`src/rtl/piano_pkg.sv`:
```
// Shared constants for the piano keyboard blocks.
// Holds the octave range and the note-id encoding (0 = no key, C..B = 1..12)
// used by the keyboard mapper, the octave block and the key tracker.
package piano_pkg;

    localparam int unsigned OCT_W      = 3;
    localparam int unsigned MAX_OCTAVE = 7;

    typedef logic [OCT_W-1:0] octave_t;

    // Note-id encoding, one semitone per id within an octave
    localparam logic [3:0] NOTE_NONE = 4'd0;
    localparam logic [3:0] NOTE_C    = 4'd1;
    localparam logic [3:0] NOTE_CS   = 4'd2;
    localparam logic [3:0] NOTE_D    = 4'd3;
    localparam logic [3:0] NOTE_DS   = 4'd4;
    localparam logic [3:0] NOTE_E    = 4'd5;
    localparam logic [3:0] NOTE_F    = 4'd6;
    localparam logic [3:0] NOTE_FS   = 4'd7;
    localparam logic [3:0] NOTE_G    = 4'd8;
    localparam logic [3:0] NOTE_GS   = 4'd9;
    localparam logic [3:0] NOTE_A    = 4'd10;
    localparam logic [3:0] NOTE_AS   = 4'd11;
    localparam logic [3:0] NOTE_B    = 4'd12;

endpackage

```
`src/rtl/piano_key_tracker_if.sv`:
```
// Key-event input stream and note-event output stream of the key tracker.
//   evt_valid/evt_ready/evt_note/evt_release : key press/release events in
//   out_valid/out_ready/out_note/out_octave/out_on : note-on/off events out
// master = event source / note consumer, slave = key tracker.
interface piano_key_tracker_if
    import piano_pkg::*;
#(
    parameter int unsigned NOTE_W = 4
);
    logic              evt_valid;
    logic [NOTE_W-1:0] evt_note;
    logic              evt_release;
    logic              evt_ready;

    logic              out_valid;
    logic              out_ready;
    logic [NOTE_W-1:0] out_note;
    octave_t           out_octave;
    logic              out_on;

    modport master (
        output evt_valid, evt_note, evt_release, out_ready,
        input  evt_ready, out_valid, out_note, out_octave, out_on
    );

    modport slave (
        input  evt_valid, evt_note, evt_release, out_ready,
        output evt_ready, out_valid, out_note, out_octave, out_on
    );
endinterface

```
`src/rtl/note_evt_fifo.sv`:
```
// Synchronous first-word-fall-through FIFO for note events.
//   clk_i, rst_ni : clock, asynchronous active-low reset
//   flush_i       : empties the FIFO at the next edge (beats push/pop)
//   push_i/data_i : write side, ignored when full
//   pop_i/data_o  : read side, data_o shows the head word, pop ignored when empty
//   count_o       : current occupancy
module note_evt_fifo #(
    parameter  int unsigned WIDTH = 8,
    parameter  int unsigned DEPTH = 4,
    localparam int unsigned PTR_W = $clog2(DEPTH)
) (
    input  logic             clk_i,
    input  logic             rst_ni,
    input  logic             flush_i,
    input  logic             push_i,
    input  logic [WIDTH-1:0] data_i,
    input  logic             pop_i,
    output logic [WIDTH-1:0] data_o,
    output logic [PTR_W:0]   count_o
);
    logic [WIDTH-1:0] mem_q [DEPTH];
    // Extra MSB on each pointer separates full from empty when the indices match
    logic [PTR_W:0]   wr_ptr_q, wr_ptr_d;
    logic [PTR_W:0]   rd_ptr_q, rd_ptr_d;
    logic             full, empty, do_push, do_pop;

    assign empty   = (wr_ptr_q == rd_ptr_q);
    assign full    = (wr_ptr_q[PTR_W] != rd_ptr_q[PTR_W]) &&
                     (wr_ptr_q[PTR_W-1:0] == rd_ptr_q[PTR_W-1:0]);
    assign do_push = push_i && !full && !flush_i;
    assign do_pop  = pop_i && !empty && !flush_i;
    assign count_o = wr_ptr_q - rd_ptr_q;
    assign data_o  = mem_q[rd_ptr_q[PTR_W-1:0]];

    always_comb begin
        wr_ptr_d = wr_ptr_q;
        rd_ptr_d = rd_ptr_q;
        if (flush_i) begin
            wr_ptr_d = '0;
            rd_ptr_d = '0;
        end else begin
            if (do_push) wr_ptr_d = wr_ptr_q + (PTR_W+1)'(1);
            if (do_pop)  rd_ptr_d = rd_ptr_q + (PTR_W+1)'(1);
        end
    end

    always_ff @(posedge clk_i or negedge rst_ni) begin
        if (!rst_ni) begin
            wr_ptr_q <= '0;
            rd_ptr_q <= '0;
        end else begin
            wr_ptr_q <= wr_ptr_d;
            rd_ptr_q <= rd_ptr_d;
        end
    end

    // Storage needs no reset: only words behind the write pointer are ever read
    always_ff @(posedge clk_i) begin
        if (do_push) mem_q[wr_ptr_q[PTR_W-1:0]] <= data_i;
    end
endmodule

```
`src/rtl/piano_key_tracker.sv`:
```
// Polyphonic piano key tracker.
// Accepts key press/release events, tracks which notes are held (with the
// octave each was pressed at), limits polyphony to MAX_POLY and emits
// note-on/note-off events through a FWFT FIFO.
//   CLK100MHZ, CPU_RESETN : clock, asynchronous active-low reset
//   octave       : octave sampled with each accepted press
//   all_off      : one-cycle panic, clears held keys and flushes the FIFO
//   key_status   : bit k-1 set while note k is held
//   active_count : number of held keys
//   poly_drop    : one-cycle pulse when a press is dropped at full polyphony
//   bus          : event input / note-event output streams
module piano_key_tracker
    import piano_pkg::*;
#(
    parameter  int unsigned NUM_KEYS   = 12,
    parameter  int unsigned MAX_POLY   = 4,
    parameter  int unsigned FIFO_DEPTH = 4,
    localparam int unsigned NOTE_W     = $clog2(NUM_KEYS + 1),
    localparam int unsigned CNT_W      = $clog2(MAX_POLY + 1)
) (
    input  logic                CLK100MHZ,
    input  logic                CPU_RESETN,
    input  octave_t             octave,
    input  logic                all_off,
    output logic [NUM_KEYS-1:0] key_status,
    output logic [CNT_W-1:0]    active_count,
    output logic                poly_drop,
    piano_key_tracker_if.slave  bus
);
    localparam int unsigned PTR_W = $clog2(FIFO_DEPTH);
    localparam int unsigned OCC_W = PTR_W + 1;
    localparam int unsigned DAT_W = NOTE_W + 4;

    localparam logic [NOTE_W-1:0] NUM_KEYS_N   = NOTE_W'(NUM_KEYS);
    localparam logic [CNT_W-1:0]  MAX_POLY_N   = CNT_W'(MAX_POLY);
    localparam logic [OCC_W-1:0]  FIFO_DEPTH_N = OCC_W'(FIFO_DEPTH);

    // Output-stream FSM
    localparam logic [1:0] IDLE   = 2'd0;
    localparam logic [1:0] HOLD   = 2'd1;
    localparam logic [1:0] STREAM = 2'd2;

    // Accepted event, decoded against the key state one cycle later
    logic              pend_q;
    logic [NOTE_W-1:0] pend_note_q;
    logic              pend_rel_q;
    octave_t           pend_oct_q;

    logic [NUM_KEYS-1:0] key_q, key_d;
    octave_t             oct_q [NUM_KEYS];
    octave_t             oct_d [NUM_KEYS];
    logic [CNT_W-1:0]    cnt_q, cnt_d;
    logic                drop_q, drop_d;
    logic [1:0]          state_q, state_d;

    logic              accept;
    logic              in_range, held;
    logic [NOTE_W-1:0] idx;
    logic              push, pop;
    logic [DAT_W-1:0]  push_data, fifo_data;
    logic [OCC_W-1:0]  fifo_count, occupancy;

    // The in-flight event counts against capacity so an accepted event always
    // finds room in the FIFO.
    assign occupancy     = fifo_count + OCC_W'(pend_q);
    assign bus.evt_ready = CPU_RESETN && !all_off && (occupancy < FIFO_DEPTH_N);
    assign accept        = bus.evt_valid && bus.evt_ready;

    always_ff @(posedge CLK100MHZ or negedge CPU_RESETN) begin
        if (!CPU_RESETN) begin
            pend_q      <= 1'b0;
            pend_note_q <= '0;
            pend_rel_q  <= 1'b0;
            pend_oct_q  <= '0;
        end else begin
            pend_q <= accept;
            if (accept) begin
                pend_note_q <= bus.evt_note;
                pend_rel_q  <= bus.evt_release;
                pend_oct_q  <= octave;
            end
        end
    end

    assign in_range = (pend_note_q != '0) && (pend_note_q <= NUM_KEYS_N);
    assign idx      = pend_note_q - NOTE_W'(1);
    assign held     = in_range && key_q[idx];

    always_comb begin
        key_d     = key_q;
        oct_d     = oct_q;
        cnt_d     = cnt_q;
        drop_d    = 1'b0;
        push      = 1'b0;
        push_data = {pend_note_q, pend_oct_q, 1'b1};
        if (pend_q && in_range) begin
            if (!pend_rel_q) begin
                // Repeat press of a held key falls through with no effect
                if (!held) begin
                    if (cnt_q < MAX_POLY_N) begin
                        key_d[idx] = 1'b1;
                        oct_d[idx] = pend_oct_q;
                        cnt_d      = cnt_q + CNT_W'(1);
                        push       = 1'b1;
                    end else begin
                        drop_d = 1'b1;
                    end
                end
            end else if (held) begin
                key_d[idx] = 1'b0;
                cnt_d      = cnt_q - CNT_W'(1);
                push       = 1'b1;
                // Note-off reports the octave captured at press time
                push_data  = {pend_note_q, oct_q[idx], 1'b0};
            end
        end
        if (all_off) begin
            key_d  = '0;
            cnt_d  = '0;
            drop_d = 1'b0;
            push   = 1'b0;
        end
    end

    always_ff @(posedge CLK100MHZ or negedge CPU_RESETN) begin
        if (!CPU_RESETN) begin
            key_q  <= '0;
            cnt_q  <= '0;
            drop_q <= 1'b0;
            for (int k = 0; k < int'(NUM_KEYS); k++) oct_q[k] <= '0;
        end else begin
            key_q  <= key_d;
            cnt_q  <= cnt_d;
            drop_q <= drop_d;
            oct_q  <= oct_d;
        end
    end

    assign pop = bus.out_valid && bus.out_ready;

    note_evt_fifo #(
        .WIDTH (DAT_W),
        .DEPTH (FIFO_DEPTH)
    ) u_fifo (
        .clk_i   (CLK100MHZ),
        .rst_ni  (CPU_RESETN),
        .flush_i (all_off),
        .push_i  (push),
        .data_i  (push_data),
        .pop_i   (pop),
        .data_o  (fifo_data),
        .count_o (fifo_count)
    );

    // FSM tracks FIFO occupancy so out_valid is a clean register output
    always_comb begin
        state_d = state_q;
        case (state_q)
            IDLE: begin
                if (push) state_d = HOLD;
            end
            HOLD, STREAM: begin
                if (pop) begin
                    state_d = (fifo_count == OCC_W'(1) && !push) ? IDLE : STREAM;
                end else begin
                    state_d = HOLD;
                end
            end
            default: state_d = IDLE;
        endcase
        if (all_off) state_d = IDLE;
    end

    always_ff @(posedge CLK100MHZ or negedge CPU_RESETN) begin
        if (!CPU_RESETN) state_q <= IDLE;
        else             state_q <= state_d;
    end

    assign bus.out_valid  = (state_q != IDLE);
    assign bus.out_note   = fifo_data[DAT_W-1:4];
    assign bus.out_octave = fifo_data[3:1];
    assign bus.out_on     = fifo_data[0];

    assign key_status   = key_q;
    assign active_count = cnt_q;
    assign poly_drop    = drop_q;
endmodule

```
`src/flat_wrapper.sv`:
```
// flat-port wrapper written by rule: the top's interface ports become plain ports
module piano_key_tracker_flat import piano_pkg::*;
#(
    parameter  int unsigned NUM_KEYS   = 12,
    parameter  int unsigned MAX_POLY   = 4,
    parameter  int unsigned FIFO_DEPTH = 4,
    localparam int unsigned NOTE_W     = $clog2(NUM_KEYS + 1),
    localparam int unsigned CNT_W      = $clog2(MAX_POLY + 1)
)
  (CLK100MHZ, CPU_RESETN, octave, all_off, key_status, active_count, poly_drop, bus_evt_valid, bus_evt_note, bus_evt_release, bus_out_ready, bus_evt_ready, bus_out_valid, bus_out_note, bus_out_octave, bus_out_on);
  piano_key_tracker_if #(.NOTE_W(4)) bus_i ();
  input  logic CLK100MHZ;
  input  logic CPU_RESETN;
  input  octave_t octave;
  input  logic all_off;
  output logic [NUM_KEYS-1:0] key_status;
  output logic [CNT_W-1:0] active_count;
  output logic poly_drop;
  input wire logic [$bits(bus_i.evt_valid)-1:0] bus_evt_valid;
  input wire logic [$bits(bus_i.evt_note)-1:0] bus_evt_note;
  input wire logic [$bits(bus_i.evt_release)-1:0] bus_evt_release;
  input wire logic [$bits(bus_i.out_ready)-1:0] bus_out_ready;
  output wire logic [$bits(bus_i.evt_ready)-1:0] bus_evt_ready;
  output wire logic [$bits(bus_i.out_valid)-1:0] bus_out_valid;
  output wire logic [$bits(bus_i.out_note)-1:0] bus_out_note;
  output wire logic [$bits(bus_i.out_octave)-1:0] bus_out_octave;
  output wire logic [$bits(bus_i.out_on)-1:0] bus_out_on;
  assign bus_i.evt_valid = bus_evt_valid;
  assign bus_i.evt_note = bus_evt_note;
  assign bus_i.evt_release = bus_evt_release;
  assign bus_i.out_ready = bus_out_ready;
  assign bus_evt_ready = bus_i.evt_ready;
  assign bus_out_valid = bus_i.out_valid;
  assign bus_out_note = bus_i.out_note;
  assign bus_out_octave = bus_i.out_octave;
  assign bus_out_on = bus_i.out_on;
  piano_key_tracker #(.NUM_KEYS(NUM_KEYS), .MAX_POLY(MAX_POLY), .FIFO_DEPTH(FIFO_DEPTH)) u_core (.CLK100MHZ(CLK100MHZ), .CPU_RESETN(CPU_RESETN), .octave(octave), .all_off(all_off), .key_status(key_status), .active_count(active_count), .poly_drop(poly_drop), .bus(bus_i));
endmodule
```
`config.mk`:
```
export PLATFORM = sky130hd
export DESIGN_NAME = piano_key_tracker_flat
export DESIGN_NICKNAME = d
export VERILOG_FILES = /design/src/rtl/piano_pkg.sv /design/src/rtl/piano_key_tracker_if.sv /design/src/rtl/note_evt_fifo.sv /design/src/rtl/piano_key_tracker.sv /design/src/flat_wrapper.sv
export SDC_FILE = /design/constraint.sdc
export NUM_CORES = 1
export LEC_CHECK = 0
export BUFFER_PORTS_ARGS = -buffer_cell sky130_fd_sc_hd__buf_2
export CAP_MARGIN = 20
export CORE_MARGIN = 5
export CORE_UTILIZATION = 67
export CTS_BUF_LIST = sky130_fd_sc_hd__clkbuf_4 sky130_fd_sc_hd__clkbuf_8
export DETAILED_ROUTE_END_ITERATION = 8
export PLACE_DENSITY_LB_ADDON = 0.05
export SETUP_SLACK_MARGIN = 0.1
export SYNTH_ARGS = -nofsm -noshare
export SYNTH_HDL_FRONTEND = slang
export SYNTH_SLANG_ARGS = --single-unit
```
`constraint.sdc`:
```
create_clock -name CLK100MHZ -period 11.4 [get_ports CLK100MHZ]
set_input_delay 2.28 -clock CLK100MHZ [delete_from_list [all_inputs] [get_ports CLK100MHZ]]
set_output_delay 2.28 -clock CLK100MHZ [all_outputs]
set_load 0.05 [all_outputs]
```
After elaboration in Yosys (flattened, before gate mapping):

Memories as Yosys holds them, arrays and structs flattened.
Cells that the tools add are included.

* RAM bits: 32
* register bits after elaboration: 69
* logic and storage cells: 128
* output and inout port bits: 26
* memories: 1
* input port bits: 13

Memories
* u_core.u_fifo.mem_q: depth 4, width 8, read ports 1, clocked after memory_dff 0, wr ports 1, line note_evt_fifo.sv:21 `logic [WIDTH-1:0] mem_q [DEPTH];`

* reductions and logical operators: 29
* multiplexer cells: 47
* bitwise operators: 6
* equality and inequality tests: 9
* $lt $le $gt $ge: 7
* add/sub/neg operators: 7

Operator list (number)
* $mux 12: 6
* $mux 3: 13
* $bwmux 36: 1
* $logic_and 1x1->1: 15
* $mux 1: 15
* $and 12x12->12: 1
* $bmux 3 s4: 1
* $demux 3 s4: 1
* $mux 4: 3
* $not 12->12: 1
* $or 12x12->12: 1
* $add 3x1->3 const B: 3
* $mux 2: 4
* $reduce_and 4->1: 2
* $reduce_bool 2->1: 4
* $lt 3x3->1 const B: 2
* $ne 3x2->1 const B: 2
* $ge 5x5->1 const B: 1
* $lt 4x5->1 const B: 1
* $lt 5x1->1 const B: 1
* $not 4->5: 1
* $bmux 1 s4: 1
* $demux 1 s4: 1
* $ge 4x1->1 const B: 1
* other kinds (19): 23

Depth between registers and ports, before layout:

* depth in word-level cells: 14
* depth in mapped cells: 13
* gate-level depth less buffers: 8

Cells and area by module:

Synthesis repeated with hierarchy kept, for this count alone.

* cells, all modules: 375
* area total of the unflattened synthesis: 5230.0 sq um

By module, submodules not included
* piano_key_tracker: cells each 272, area each 3525.9 sq um, times used 1
* note_evt_fifo: cells each 103, area each 1704.1 sq um, times used 1

Worst setup path after synthesis:

Ideal clock, no wire load.

* path kind: input to output
* start: in all_off
* end: out bus_evt_ready
* arrival: 3.680 ns
* path buffers: 1
* cell stages on the path: 2
* data required time: 9.120 ns
* slack: 5.440 ns
* cell sequence: clkbuf_1 > nor3b_1

* cells in the longest elaborated chain, start to end: 3

RTL lines
* from (decl): line flat_wrapper.sv:15 `input logic all_off;`
* $logic_not 1->1: line piano_key_tracker.sv:66 `assign bus.evt_ready = CPU_RESETN && !all_off && (occupancy < FIFO_DEPTH_N);`
* $logic_and 1x1->1 (2 in a row): line piano_key_tracker.sv:66
* to (decl): line flat_wrapper.sv:23 `output wire logic [$bits(bus_i.evt_ready)-1:0] bus_evt_ready;`

Every way passes these cells.

Worst setup path in the final report:

* start: in CPU_RESETN
* end: out bus_evt_ready

* cells in the longest elaborated chain, start to end: 2

RTL lines
* from (decl): line flat_wrapper.sv:13 `input logic CPU_RESETN;`
* $logic_and 1x1->1 (2 in a row): line piano_key_tracker.sv:66

Every way passes these cells.

==> summary.md <==
| Metric | Value |
|---|---|
| Run status | `completed` |
| Detailed Route WL | `10,800 um` |
| Vias per inst | `6.31` |
| Synth Register Bits | `101` |
| Global placer's final weighted congestion | `0.871` |
| Synthesized cell area | `0.00535 mm^2` |
| Slowest stage cell, crit path | `buf_4` |
| Synth Area per Inst | `12.6 um^2` |
| Count of non-filler cells in the finished layout | `553` |
| Total Power Consumption | `868 uW` |
| # rows | `32` |
| Most used DFF post-synth | `dfrtp_1` |
| Count of H-tree levels built during CTS | `3` |
| IR Drop Worst-Case VDD | `0.000103 V` |
| Headroom to the max-slew limit | `0.380` |
| Critical Path RT | `9.12 ns` |
| Slew at the pin with the worst max-slew slack | `0.930 ns` |
| Internal reg-to-reg setup slack | `7.01 ns` |
| Skew-Pair Late Insertion Delay | `0.37 ns` |
| Worst hold path cell count | `1` |
| Post_cts resized | `0` |
| Crit share post-route | `0.521` |
| Die height | `99.3 um` |
| Cells after synthesis | `424` |
| Syn. warnings | `0` |
| Input/output buffers | `38` |
| Setup repair after global routing missed its margin | `false` |
| Final Core Density | `0.737` |
| Antenna-violating nets left | `0` |
| Crit. End Element | `primary output` |
| TritonCTS sink count | `101` |
| Biggest fanout along the worst timing path | `70` |
| Type of element launching the critical path | `input port` |
| Multi-input gate area in the final layout | `0.00246 mm^2` |
| Count of buffering cells on the critical path with inverters included | `3` |
| Count of hold buffers inserted by post-cts repair | `0` |
| Num CTS Buffers | `9` |
| Path type of the worst min-delay path | `register to register` |
| Number of global-route vias before repair | `3,582` |
| Crit path top cell by count | `buf_2` |
| Clock-pin slew on the worst setup and hold paths | `0.10 ns` |
| Number of post-CTS setup repair buffers | `0` |
| Total DRC errors in the routed layout | `0` |
| Max Slew Vio Count | `0` |
| Maximum clock insertion buffer count | `2` |
| Worst Min Path Start | `u_core.oct_q[33]` |
| Die outline area | `0.00986 mm^2` |
| Inst Count DP | `537` |
| Cell breakdown of the critical path | `buf_2, buf_4, nor3b_1, buf_2` |
| Area of the core region | `0.00777 mm^2` |
| Standby leakage power | `0.00250 uW` |
| Antenna violations before repair | `0` |
| Depth of the worst register-to-register path | `8` |
| Die extent in x | `99.3 um` |
| All-Layer GR Usage | `0.233` |
| Post-DP HPWL | `7620 um` |
| Largest net degree at the start of global routing | `71` |
| Endpoint, Worst Hold | `u_core.oct_q[33]` |
| Commonest cells after routing, fill and taps aside | `dfrtp_1 (69), mux2_2 (55), buf_2 (38)` |
| DRC marker count from the first detailed-route iteration | `251` |
| Max-cap violation count | `0` |
| Syn Nets | `454` |
| Net count, final | `476` |
| Reg-to-reg endpoint | `u_core.u_fifo.mem_q[2][3]` |
| Skew final | `0.0157 ns` |
| I/O pin cnt | `39` |
| Fraction of final layout cells sized beyond drive strength 1 | `0.299` |
| Number of flops mapped to enable cells by yosys | `32` |
| Final-report setup violation count | `0` |
| Number of vias in the routed layout | `3,487` |
| Shortest clock period the worst path allows after layout | `5.94 ns` |
| Final hold viol count | `0` |
| Largest delay contributor family on the critical path | `buffers and inverters` |
| Reg-to-reg startpoint | `u_core.pend_note_q[1]` |
| Cell variety after synth | `57` |
| Clock root buffer | `clkbuf_8` |
| Pwr per Cell Area | `151 mW/mm^2` |
| DR WL/cell | `19.5 um` |
| Filler Cell Count | `544` |
| Most common cell after layout, fill and taps aside | `dfrtp_1` |
| CTS tree | `done` |
| Highest Clock Rate | `168 MHz` |
| Area used by sequential logic in the layout | `0.00269 mm^2` |
| Delay contributed by the slowest stage of the critical path | `0.64 ns` |
| Critical Path AT | `3.66 ns` |
| Initial standard-cell utilization of the core | `0.688` |
| Inserted Diodes | `0` |
| Total congestion overflow after global routing | `0` |
| Share of synthesized registers carrying an async set or reset | `0.683` |
| Classification of the worst setup path | `input port to primary output` |
| Number of iterations in the first detailed-routing pass | `4` |
| Sum of negative setup slack | `0 ns` |
| Seq/Total Area, Yosys | `0.503` |
| Area growth from synthesis to final layout | `7.16%` |
| First-pass GRT wire length | `18,200 um` |
worst register-to-register path, cell delays in order (launching register included):
cell,delay (ns)
dfrtp_1,0.65
inv_1,0.16
ha_1,0.78
mux2i_1,0.23
a221o_1,0.37
a211oi_2,0.32
nand3_1,0.72
nor2_2,0.49
mux2_2,0.43
logic make-up (layout without fill, tap and decap cells):
kind of cell             after synthesis  count (layout)  share of synthesized area
AO/OA/AOI/OAI                         47              47                     0.0637
buffers and inverters                 45              72                     0.0372
AND/OR/NAND/NOR                      110             110                      0.116
flip-flops                           101             101                      0.503
adder cells (fa/ha/maj)               17              17                     0.0426
multiplexers                          98              98                      0.228
XOR/XNOR                               6               6                    0.00983
sequential cells by signal, indices dropped and copies added (netlist names):
signal                  flops
u_core.pend_oct_q           3
u_core.state_q              2
u_core.u_fifo.rd_ptr_q      3
u_core.pend_note_q          4
u_core.poly_drop            1
u_core.pend_rel_q           1
u_core.pend_q               1
u_core.u_fifo.mem_q        32
u_core.key_status          12
u_core.oct_q               36
u_core.active_count         3
u_core.u_fifo.wr_ptr_q      3
per-layer routing:
metal | global-route usage | share of wire | up-vias
li1 | - | - | 1627
met1 | 0.325 | 0.44 | 1749
met2 | 0.377 | 0.50 | 100
met3 | 0.0456 | 0.047 | 11
met4 | 0.0662 | 0.011 | 0
met5 | 0 | 0 | -
through the flow:
stage	setup WS, ns	area (um^2)	hold WS [ns]
2_1_floorplan	5.44	5350	0.467
3_3_place_gp	5.45	5540	0.481
3_5_place_dp	5.39	5540	0.492
4_1_cts	5.38	5730	0.515
5_1_grt	5.27	5730	0.529
6_report	5.46	5730	0.513
worst max path at each step:
stage / from / end / slack, ns / cells after the start
global route: CPU_RESETN / bus_evt_ready / 5.27 / 4
global placement: CPU_RESETN / bus_evt_ready / 5.45 / 4
detailed placement: CPU_RESETN / bus_evt_ready / 5.39 / 4
finish: CPU_RESETN / bus_evt_ready / 5.46 / 4
CTS: CPU_RESETN / bus_evt_ready / 5.38 / 4
floorplan: all_off / bus_evt_ready / 5.44 / 2
layout make-up:
type / instances / area share
inverter: 16 / 0.0105
tap: 102 / 0.0223
multi-input combinational: 278 / 0.429
timing repair buffer: 40 / 0.0358
sequential: 101 / 0.469
clock inverter: 7 / 0.0114
clock buffer: 9 / 0.0216
power breakdown:
| group | switching [uW] | internal, uW |
|---|---|---|
| clock | 131 | 83.9 |
| sequential | 36.0 | 408 |
| combinational | 125 | 83.7 |
cells in the mapped netlist (2+ instances only):
library cell  count  area share
dfrtp_1          69        0.32
mux2_2           55        0.12
edfxtp_1         32        0.18
mux2i_1          28       0.052
nand4_1          19       0.022
nand2_1          17       0.012
clkbuf_1         16       0.011
inv_1            16       0.011
ha_1             15       0.035
nand2b_1         13       0.015
o21ai_0          13       0.012
mux4_2           12       0.051
nor2_1           11      0.0077
nor3_1           10      0.0094
or3_1             8      0.0094
a21oi_1           6      0.0056
buf_2             6      0.0056
and3_1            5      0.0059
nor4_1            5      0.0059
buf_4             4      0.0056
nand3_1           4      0.0037
nor2b_1           4      0.0047
o221a_2           4      0.0084
xor2_1            4      0.0066
a221oi_1          3      0.0049
nand3b_1          3      0.0042
o21a_1            3      0.0042
o31ai_1           3      0.0042
a221o_1           2      0.0037
a31oi_1           2      0.0023
and2_1            2      0.0023
buf_1             2      0.0014
fa_1              2      0.0075
nor3b_1           2      0.0028
xnor2_1           2      0.0033
(Power assumes the default switching activity.)
